[src/rtl/temp_mon_pkg.sv]
// Shared types and constants for the temperature monitor controller.
package temp_mon_pkg;

    localparam int unsigned TEMP_FRAC_BITS = 4;

    typedef logic signed [12:0] temp_t;

    typedef enum logic [1:0] {
        CUR = 2'd0,
        MIN = 2'd1,
        MAX = 2'd2,
        AVG = 2'd3
    } disp_mode_t;

    typedef enum logic [1:0] {
        IDLE = 2'd0,
        WAIT = 2'd1,
        CAPT = 2'd2,
        UPDT = 2'd3
    } state_t;

endpackage

[src/rtl/temp_tick_gen.sv]
// Free-running 0..SAMPLE_DIV-1 counter; tick_c is high during the terminal count cycle.
module temp_tick_gen #(
    parameter int unsigned SAMPLE_DIV = 100_000_000
) (
    input  logic clk,
    input  logic rst,
    output logic tick_c
);

    localparam int unsigned CW = $clog2(SAMPLE_DIV);

    logic [CW-1:0] cnt;

    assign tick_c = (cnt == CW'(SAMPLE_DIV - 1));

    always_ff @(posedge clk or posedge rst) begin
        if (rst) begin
            cnt <= '0;
        end else if (tick_c) begin
            cnt <= '0;
        end else begin
            cnt <= cnt + CW'(1);
        end
    end

endmodule

[src/rtl/temp_mon_ctl.sv]
// Sampling scheduler and current/min/max/average statistics for the temperature display path.
// Optional over-temperature alarm enabled by defining TEMP_ALARM_EN.
module temp_mon_ctl
    import temp_mon_pkg::*;
#(
    parameter int unsigned SAMPLE_DIV = 100_000_000,
    parameter int unsigned AVG_LOG2   = 3,
    parameter int unsigned TW         = 13
`ifdef TEMP_ALARM_EN
    ,
    parameter logic signed [TW-1:0] ALARM_TH = 13'sd480
`endif
) (
    input  logic          clk,
    input  logic          rst,
    input  logic [TW-1:0] temp_i,
    input  logic          temp_vld_i,
    input  logic          err_i,
    input  logic          mode_btn_i,
    input  logic          clr_i,
    output logic [TW-1:0] temp_o,
    output logic [1:0]    mode_o,
    output logic          sample_o,
    output logic          stat_vld_o,
    output logic          avg_vld_o
`ifdef TEMP_ALARM_EN
    ,
    output logic          alarm_o
`endif
);

    localparam int unsigned AW = TW + AVG_LOG2;

    state_t               state;
    state_t               state_nxt;
    disp_mode_t           mode;
    logic                 tick_c;
    logic                 pending;
    logic signed [TW-1:0] cur;
    logic signed [TW-1:0] min_v;
    logic signed [TW-1:0] max_v;
    logic signed [TW-1:0] avg;
    logic signed [TW-1:0] disp_c;
    logic signed [AW-1:0] acc;
    logic signed [AW-1:0] acc_sum_c;
    logic [AVG_LOG2-1:0]  cnt;
    logic                 stat_vld;
    logic                 avg_vld;

    temp_tick_gen #(
        .SAMPLE_DIV(SAMPLE_DIV)
    ) u_tick (
        .clk   (clk),
        .rst   (rst),
        .tick_c(tick_c)
    );

    // A tick arriving while a request is already pending is dropped.
    always_ff @(posedge clk or posedge rst) begin
        if (rst) begin
            pending <= 1'b0;
        end else if (state == CAPT) begin
            pending <= 1'b0;
        end else if (tick_c) begin
            pending <= 1'b1;
        end
    end

    always_ff @(posedge clk or posedge rst) begin
        if (rst) begin
            state <= IDLE;
        end else begin
            state <= state_nxt;
        end
    end

    always_comb begin
        state_nxt = state;
        case (state)
            IDLE:    if (pending) state_nxt = WAIT;
            WAIT:    if (temp_vld_i && !err_i) state_nxt = CAPT;
            CAPT:    state_nxt = UPDT;
            UPDT:    state_nxt = IDLE;
            default: state_nxt = IDLE;
        endcase
    end

    always_ff @(posedge clk or posedge rst) begin
        if (rst) begin
            cur      <= '0;
            sample_o <= 1'b0;
        end else begin
            if (state == CAPT) cur <= $signed(temp_i);
            sample_o <= (state == UPDT);
        end
    end

    assign acc_sum_c = acc + AW'(cur);

    // Clear takes priority over a coinciding statistics update.
    always_ff @(posedge clk or posedge rst) begin
        if (rst) begin
            min_v    <= '0;
            max_v    <= '0;
            acc      <= '0;
            avg      <= '0;
            cnt      <= '0;
            stat_vld <= 1'b0;
            avg_vld  <= 1'b0;
`ifdef TEMP_ALARM_EN
            alarm_o  <= 1'b0;
`endif
        end else if (clr_i) begin
            min_v    <= '0;
            max_v    <= '0;
            acc      <= '0;
            avg      <= '0;
            cnt      <= '0;
            stat_vld <= 1'b0;
            avg_vld  <= 1'b0;
`ifdef TEMP_ALARM_EN
            alarm_o  <= 1'b0;
`endif
        end else if (state == UPDT) begin
            stat_vld <= 1'b1;
            if (!stat_vld) begin
                min_v <= cur;
                max_v <= cur;
            end else begin
                if (cur < min_v) min_v <= cur;
                if (cur > max_v) max_v <= cur;
            end
            cnt <= cnt + AVG_LOG2'(1);
            if (&cnt) begin
                avg     <= TW'(acc_sum_c >>> AVG_LOG2);
                acc     <= '0;
                avg_vld <= 1'b1;
            end else begin
                acc <= acc_sum_c;
            end
`ifdef TEMP_ALARM_EN
            if (cur > ALARM_TH) alarm_o <= 1'b1;
`endif
        end
    end

    always_ff @(posedge clk or posedge rst) begin
        if (rst) begin
            mode <= CUR;
        end else if (mode_btn_i) begin
            mode <= disp_mode_t'(2'(mode + 2'd1));
        end
    end

    // Statistics that are not yet valid display as zero.
    always_comb begin
        disp_c = cur;
        case (mode)
            CUR:     disp_c = cur;
            MIN:     disp_c = stat_vld ? min_v : '0;
            MAX:     disp_c = stat_vld ? max_v : '0;
            AVG:     disp_c = avg_vld ? avg : '0;
            default: disp_c = cur;
        endcase
    end

    always_ff @(posedge clk or posedge rst) begin
        if (rst) begin
            temp_o <= '0;
        end else begin
            temp_o <= disp_c;
        end
    end

    assign mode_o     = mode;
    assign stat_vld_o = stat_vld;
    assign avg_vld_o  = avg_vld;

endmodule

[config.mk]
export PLATFORM = sky130hd
export DESIGN_NAME = temp_mon_ctl
export DESIGN_NICKNAME = d
export VERILOG_FILES = /design/src/rtl/temp_mon_pkg.sv /design/src/rtl/temp_tick_gen.sv /design/src/rtl/temp_mon_ctl.sv
export SDC_FILE = /design/constraint.sdc
export NUM_CORES = 1
export LEC_CHECK = 0
export ABC_AREA = 1
export CAP_MARGIN = 5
export CORE_MARGIN = 3
export CORE_UTILIZATION = 49
export CTS_CLUSTER_DIAMETER = 30
export DETAILED_ROUTE_END_ITERATION = 12
export GPL_TIMING_DRIVEN = 0
export PLACE_DENSITY = 0.71
export SLEW_MARGIN = 20
export SYNTH_ARGS = -nofsm -noshare
export SYNTH_HDL_FRONTEND = slang
export SYNTH_HIERARCHICAL = 1
export SYNTH_SLANG_ARGS = --single-unit
[constraint.sdc]
create_clock -name clk -period 3.1 [get_ports clk]
set_clock_uncertainty 0.2 [all_clocks]
set_input_delay 0.31 -clock clk [delete_from_list [all_inputs] [get_ports clk]]
set_output_delay 0.31 -clock clk [all_outputs]
set_load 0.005 [all_outputs]
==> results.cfg, run 1 <==
[die]
die_h_um = 126
die_x_um = 126
io_pins = 37
coreArea_mm2 = 0.0140
num_rows = 43
die_area_mm2 = 0.0158
start_util_pct = 50.3

[global_routing]
grtUsageTotal_pct = 23.3
grt_overflow = 0
first_global_vias = 5837
antenna_found_initial = 0
grt_pass1_wl_mm = 29.3
grt_max_degree = 62

[routing]
drt_pass1_iterations = 5
top_layer = met4
wl_per_cell_um = 15.0
route.met2.wl_mm = 7.61
routed_via_density = 5.27
wirelength_mm = 17.3
post-route-drc-count = 0
vias = 6064
first_iter_violations = 449
dr_wl_met3_mm = 1.05
postRouteAntennaNets = 0
wl_met1_mm = 8.29

[timing]
drv_slew = 0
layout_min_cycle_time_ns = 2.40
grt_setup_unrepaired = false
hold_viol = 0
slew_headroom_pct = 34.9
max_slew.worst_pin.slew_ns = 0.970
tns_ns = 0
period_share_pct = 77.4
setup-violations-final = 0
max_freq_mhz = 417

[logic_synthesis]
netlist_area_mm2 = 0.00704
synth_top_area_share_pct = 42.3
yosysSeqAreaShare_pct = 42.3
synth.avg_cell_area_um2 = 7.80
ys_ff_latch = 119
synth.area.top_cells = dfrtp_1 42%, nand2_1 13%, ha_1 9.1%
yosys_warnings = 6
synth.distinct_cells = 39
synthCells = 902
syn_nets = 973
yosysTopAreaCell = dfrtp_1

[finish]
nNetsFinal = 1028
finalNonFillerCells = 1150
drive_gt1_share_pct = 10.5
n_fill_cell = 1256
diodes = 0
area_growth_pct = 18.4

[worst_setup_path]
required_ns = 3.21
cp_max_fo = 3
worstSetupPathType = flip-flop to flip-flop
crit_path_end_kind = flip-flop
worstSetupStartpointType = flip-flop
worst_r2r_path_depth = 11
arrival_ns = 2.51

[clock_network]
ctsResizeCount = 0
hold_buffers = 0
numClockSinks = 119
clockBufferDepth = 2
cts_tree = yes
clkTransAtPathRegs_ns = 0.06
postCtsSetupBuffers = 0
cts_buffers = 17
clkLatencyLatePin_ns = 0.42
h-tree-depth = 4
clk_root_buffer_cell = clkbuf_16

[outcome]
status = finished, final reports clean

[power_and_ir_drop]
power.leakage_uw = 0.00424
power.density_mw_per_mm2 = 583
worst_ir_drop_vdd_v = 0.000422

[hold_path]
hold_class = input pin to asynchronous set/reset pin

[place]
place_congestion = 0.922
dp_hpwl_mm = 13.0
portBuffers = 35
dp_cells = 1118

[run]
max_cap_violations = 0
## routing by layer
metal  vias to the layer above  global-route usage [%]
li1                       3019                       -
met2                       182                    34.5
met1                      2834                    33.7
met3                        29                    5.73
met5                         -                       0
met4                         0                    7.51
## kinds of logic (layout without fill, tap and decap cells)
group / count (synthesis) / in the layout / synth area share [%]
buf+inv: 134 / 202 / 7.59
simple gates: 465 / 465 / 29.2
compound gates: 114 / 114 / 9.28
fa+ha+maj: 52 / 52 / 9.35
flops: 119 / 119 / 42.3
xor+xnor: 18 / 18 / 2.24
## cell usage after synthesis
| library cell | number |
|---|---|
| inv_2 | 13 |
| a32o_1 | 2 |
| nand2_1 | 241 |
| o21bai_1 | 4 |
| nor2_4 | 7 |
| nand3_2 | 2 |
| buf_2 | 3 |
| a22o_1 | 3 |
| xnor2_1 | 6 |
| a21o_1 | 1 |
| nor3_1 | 4 |
| buf_4 | 2 |
| clkbuf_1 | 13 |
| nor2_2 | 8 |
| nand2_4 | 3 |
| xor2_1 | 12 |
| dfrtp_1 | 119 |
| clkinv_2 | 1 |
| inv_1 | 97 |
| nand4_1 | 1 |
| o21ai_0 | 20 |
| o22ai_1 | 1 |
| nor2_1 | 89 |
| buf_6 | 1 |
| a211oi_1 | 1 |
| a21oi_1 | 44 |
| nand3_1 | 71 |
| or2_1 | 1 |
| clkinv_1 | 1 |
| and2_1 | 2 |
| nand2_2 | 27 |
| a221oi_1 | 12 |
| nand3b_1 | 8 |
| buf_1 | 2 |
| fa_1 | 1 |
| o21ai_1 | 26 |
| ha_1 | 51 |
| nor4_1 | 1 |
| buf_8 | 1 |
## critical path, cell delays in order (launching register included)
cell and delay [ns]:
dfrtp_1 0.37, ha_1 0.21, inv_1 0.08, fa_1 0.45, nor3_1 0.33, nor2_1 0.13, nor2_1 0.15, nand2_1 0.09
nand2_1 0.07, nand2_1 0.07, nand3_1 0.08, nand2_1 0.05
## flip-flops by register name (all words and copies together) (netlist names), 2 cells and up
register / flops
acc: 16
avg: 13
cnt: 3
cur: 13
max_v: 13
min_v: 13
mode_o: 2
state: 2
temp_o: 13
u_tick/cnt: 27
## worst paths after layout
| check | startpoint | endpoint | slack (ns) |
|---|---|---|---|
| max in group asynchronous | rst | u_tick/cnt[24] | 2.01 |
| setup reg to reg | cur[0] | avg[7] | 0.70 |
| hold reg to reg | max_v[3] | max_v[3] | 0.28 |
| setup / recovery | cur[0] | avg[7] | 0.70 |
| min in group clk | clr_i | min_v[0] | 0.20 |
| hold / removal | rst | min_v[2] | 0.07 |
## through the flow
stage	hold slack (ns)	power [µW]	instance area [µm²]	setup slack, ns	utilization [%]
global route	0.0882	5070	8330	0.517	59.6
global placement	0.260	2570	7610	-1.35	54.4
CTS	0.0657	4890	8330	0.737	59.6
finish	0.0722	4860	8330	0.700	59.6
floorplan	0.163	2180	7040	0.198	-
detailed placement	0.265	2580	7650	0.763	54.7
## final cells by class
type                       count  area [µm²]  share of cell area (%)
multi-input combinational    649        3530                    42.3
sequential                   119        2980                    35.7
timing repair buffer          36         378                    4.53
clock inverter                12         221                    2.66
tap                          180         225                    2.70
buffer                        22         113                    1.35
inverter                     112         427                    5.12
clock buffer                  20         467                    5.60
## power breakdown
part | internal [µW] | switching, µW | total [µW]
Clock | 1570 | 718 | 2290
Sequential | 1670 | 69.8 | 1740
Combinational | 354 | 474 | 828
## placed cells by master, fill, tap and decap left out, types with 2 or more instances in the layout
| master | instances |
|---|---|
| clkinv_1 | 2 |
| a21oi_1 | 44 |
| buf_4 | 2 |
| nand2_4 | 3 |
| bufinv_16 | 6 |
| clkbuf_8 | 3 |
| nand3_2 | 2 |
| a22o_1 | 3 |
| o21bai_1 | 4 |
| and2_1 | 2 |
| nand3b_1 | 8 |
| nor3_1 | 4 |
| nand3_1 | 71 |
| inv_1 | 95 |
| clkbuf_16 | 17 |
| o21ai_0 | 20 |
| ha_1 | 51 |
| dfrtp_1 | 119 |
| nor2_2 | 8 |
| clkinvlp_4 | 3 |
| xor2_1 | 12 |
| xnor2_1 | 6 |
| nor2_1 | 89 |
| nand2_1 | 241 |
| clkbuf_1 | 13 |
| buf_1 | 2 |
| nand2_2 | 27 |
| o21ai_1 | 26 |
| a32o_1 | 2 |
| clkdlybuf4s50_1 | 35 |
| a221oi_1 | 12 |
| inv_2 | 13 |
| clkinv_2 | 3 |
| buf_2 | 3 |
| nor2_4 | 7 |
Power figures use the tool's default switching activity.
==> inputs of run 2 (changes only) <==
==> constraint.sdc (replaced) <==
create_clock -name clk -period 2.25 [get_ports clk]
set_clock_uncertainty 0.2 [all_clocks]
set_input_delay 0.225 -clock clk [delete_from_list [all_inputs] [get_ports clk]]
set_output_delay 0.225 -clock clk [all_outputs]
set_load 0.005 [all_outputs]
==> run 2 against run 1 <==
Against the previous run:
- count of clock-buffer cells in the layout increased by 2
- register-to-register slack worse by 0.63 ns
- via count up 0.91%
- largest cell class unchanged
- largest power group unchanged
- highest routed layer unchanged
==> results.cfg, run 2 (synthesis gave the netlist of run 1 again) <==
[finish]
area_growth_pct = 22.2
finalInstanceArea_mm2 = 0.00860
final_cell_mix = 238 x nand2_1, 108 x dfrtp_1, 94 x inv_1
drive_gt1_share_pct = 15.6
top_regs = u_tick/cnt (27), acc (16)
nNetsFinal = 1039
finalCoreUtilization_pct = 61.5
max_flop_register = u_tick/cnt
finalNonFillerCells = 1160
mostFrequentLayoutCell = nand2_1
diodes = 0
largest_reg_flops = 27
n_fill_cell = 1220

[clock_network]
numClockSinks = 119
clockBufferDepth = 2
clkLatencyLatePin_ns = 0.41
h-tree-depth = 4
cts_tree = yes
clkTransAtPathRegs_ns = 0.05
clk_root_buffer_cell = clkbuf_16
cts_buffers = 17

[place]
dp_cells = 1120
dp_hpwl_mm = 13.2
place_congestion = 0.937
placed_cell_area_mm2 = 0.00768
portBuffers = 35

[routing]
first_iter_violations = 519
dr_wl_met3_um = 980
postRouteAntennaNets = 0
vias = 6119
post-route-drc-count = 0
routed_via_density = 5.28
route.met2.wl_mm = 8.19
wl_per_cell_um = 15.4
top_layer = met4
drt_pass1_iterations = 5
wl_met1_mm = 8.35
wirelength_mm = 17.9

[outcome]
status = finished, final reports clean

[hold_path]
hold_class = input pin to flip-flop

[global_routing]
grt_overflow = 0
antenna_found_initial = 0
grt_max_degree = 33
grtUsageTotal_pct = 23.2
first_global_vias = 5885
grt_pass1_wl_mm = 29.4

[die]
die_x_um = 126
start_util_pct = 50.3
coreArea_mm2 = 0.0140
die_h_um = 126
num_rows = 43
die_area_mm2 = 0.0158
io_pins = 37

[timing]
drv_slew = 0
layout_min_cycle_time_ns = 2.18
tns_ns = 0
period_share_pct = 96.8
hold_viol = 0
max_freq_mhz = 459
max_slew.worst_pin.slew_ns = 0.971
setup-violations-final = 0
slew_headroom_pct = 34.9

[worst_setup_path]
crit_path_end_kind = flip-flop
arrival_ns = 2.27
worstSetupPathType = flip-flop to flip-flop
required_ns = 2.35
cp_max_fo = 10
worstSetupStartpointType = flip-flop

[run]
max_cap_violations = 0

[power_and_ir_drop]
power.leakage_uw = 0.00430
power.density_mw_per_mm2 = 747
worst_ir_drop_vdd_v = 0.000769
finalPower_uw = 6420
## run 2: cell types whose count changed in the layout (fill, tap and decap cells not counted), moves of 3 or more
| cell | delta |
|---|---|
| dfrtp_1 | -11 |
| nand2_1 | -3 |
| ha_1 | -10 |
| a21oi_2 | +6 |
| dfrtp_2 | +11 |
| buf_12 | +3 |
| clkbuf_2 | +4 |
| buf_4 | +8 |
| a21oi_1 | -7 |
| ha_4 | +8 |
## run 2: timing repair
action | CTS | global route
hold buffers | 1 | 0
setup buffers | 0 | 9
hold endpoints to repair | 4 | 0
gates resized for setup | 6 | 51
endpoints found under the setup margin | 24 | 45
pin swaps | 0 | 8
## run 2: worst max-delay path: stages, from the launching register on
cell and delay, ns:
dfrtp_2 0.47, ha_4 0.28, nand2_1 0.09, nor2_4 0.17, inv_2 0.07, nor2_4 0.11, nand2_2 0.07, nand3_2 0.07
nand3_2 0.09, nand2_4 0.10, nand2_4 0.07, buf_8 0.15, nand2_2 0.06, nand2_2 0.04
## run 2: where the power goes
part           switching (µW)  total, µW  internal, µW
Sequential               87.9       2400          2310
Combinational             647       1160           514
Clock                     941       2870          1930
## run 2: final cells by class
class	instances	area, µm²	area share, %
Sequential cell	119	2990	34.8
Clock buffer	22	474	5.51
Inverter	112	425	4.95
Tap cell	180	225	2.62
Buffer	21	128	1.48
Timing Repair Buffer	48	488	5.67
Clock inverter	9	148	1.72
Multi-Input combinational cell	649	3720	43.3
## run 2: final timing paths
check	startpoint	to	slack [ns]	cells after the start
max	cur[10]	max_v[5]	0.07	13
min	clr_i	cnt[0]	0.12	4
max reg2reg	cur[10]	max_v[5]	0.07	13
min reg2reg	max_v[3]	max_v[3]	0.27	2
max in group asynchronous	rst	u_tick/cnt[25]	0.71	3
min in group asynchronous	rst	temp_o[3]	0.48	3
## run 2: per-layer routing
| metal | vias to the layer above | GRT usage (%) |
|---|---|---|
| met2 | 185 | 35.5 |
| met1 | 2875 | 32.9 |
| met4 | 0 | 7.95 |
| met5 | - | 0 |
| li1 | 3030 | - |
| met3 | 29 | 5.17 |
## run 2: stage by stage
step	setup slack [ns]	hold WS [ns]
after floorplan	0.194	0.0777
final	0.0725	0.121
after detailed placement	-0.113	0.259
after global routing	-0.0553	0.147
after global placement	-0.278	0.257
after CTS	0.00553	0.109
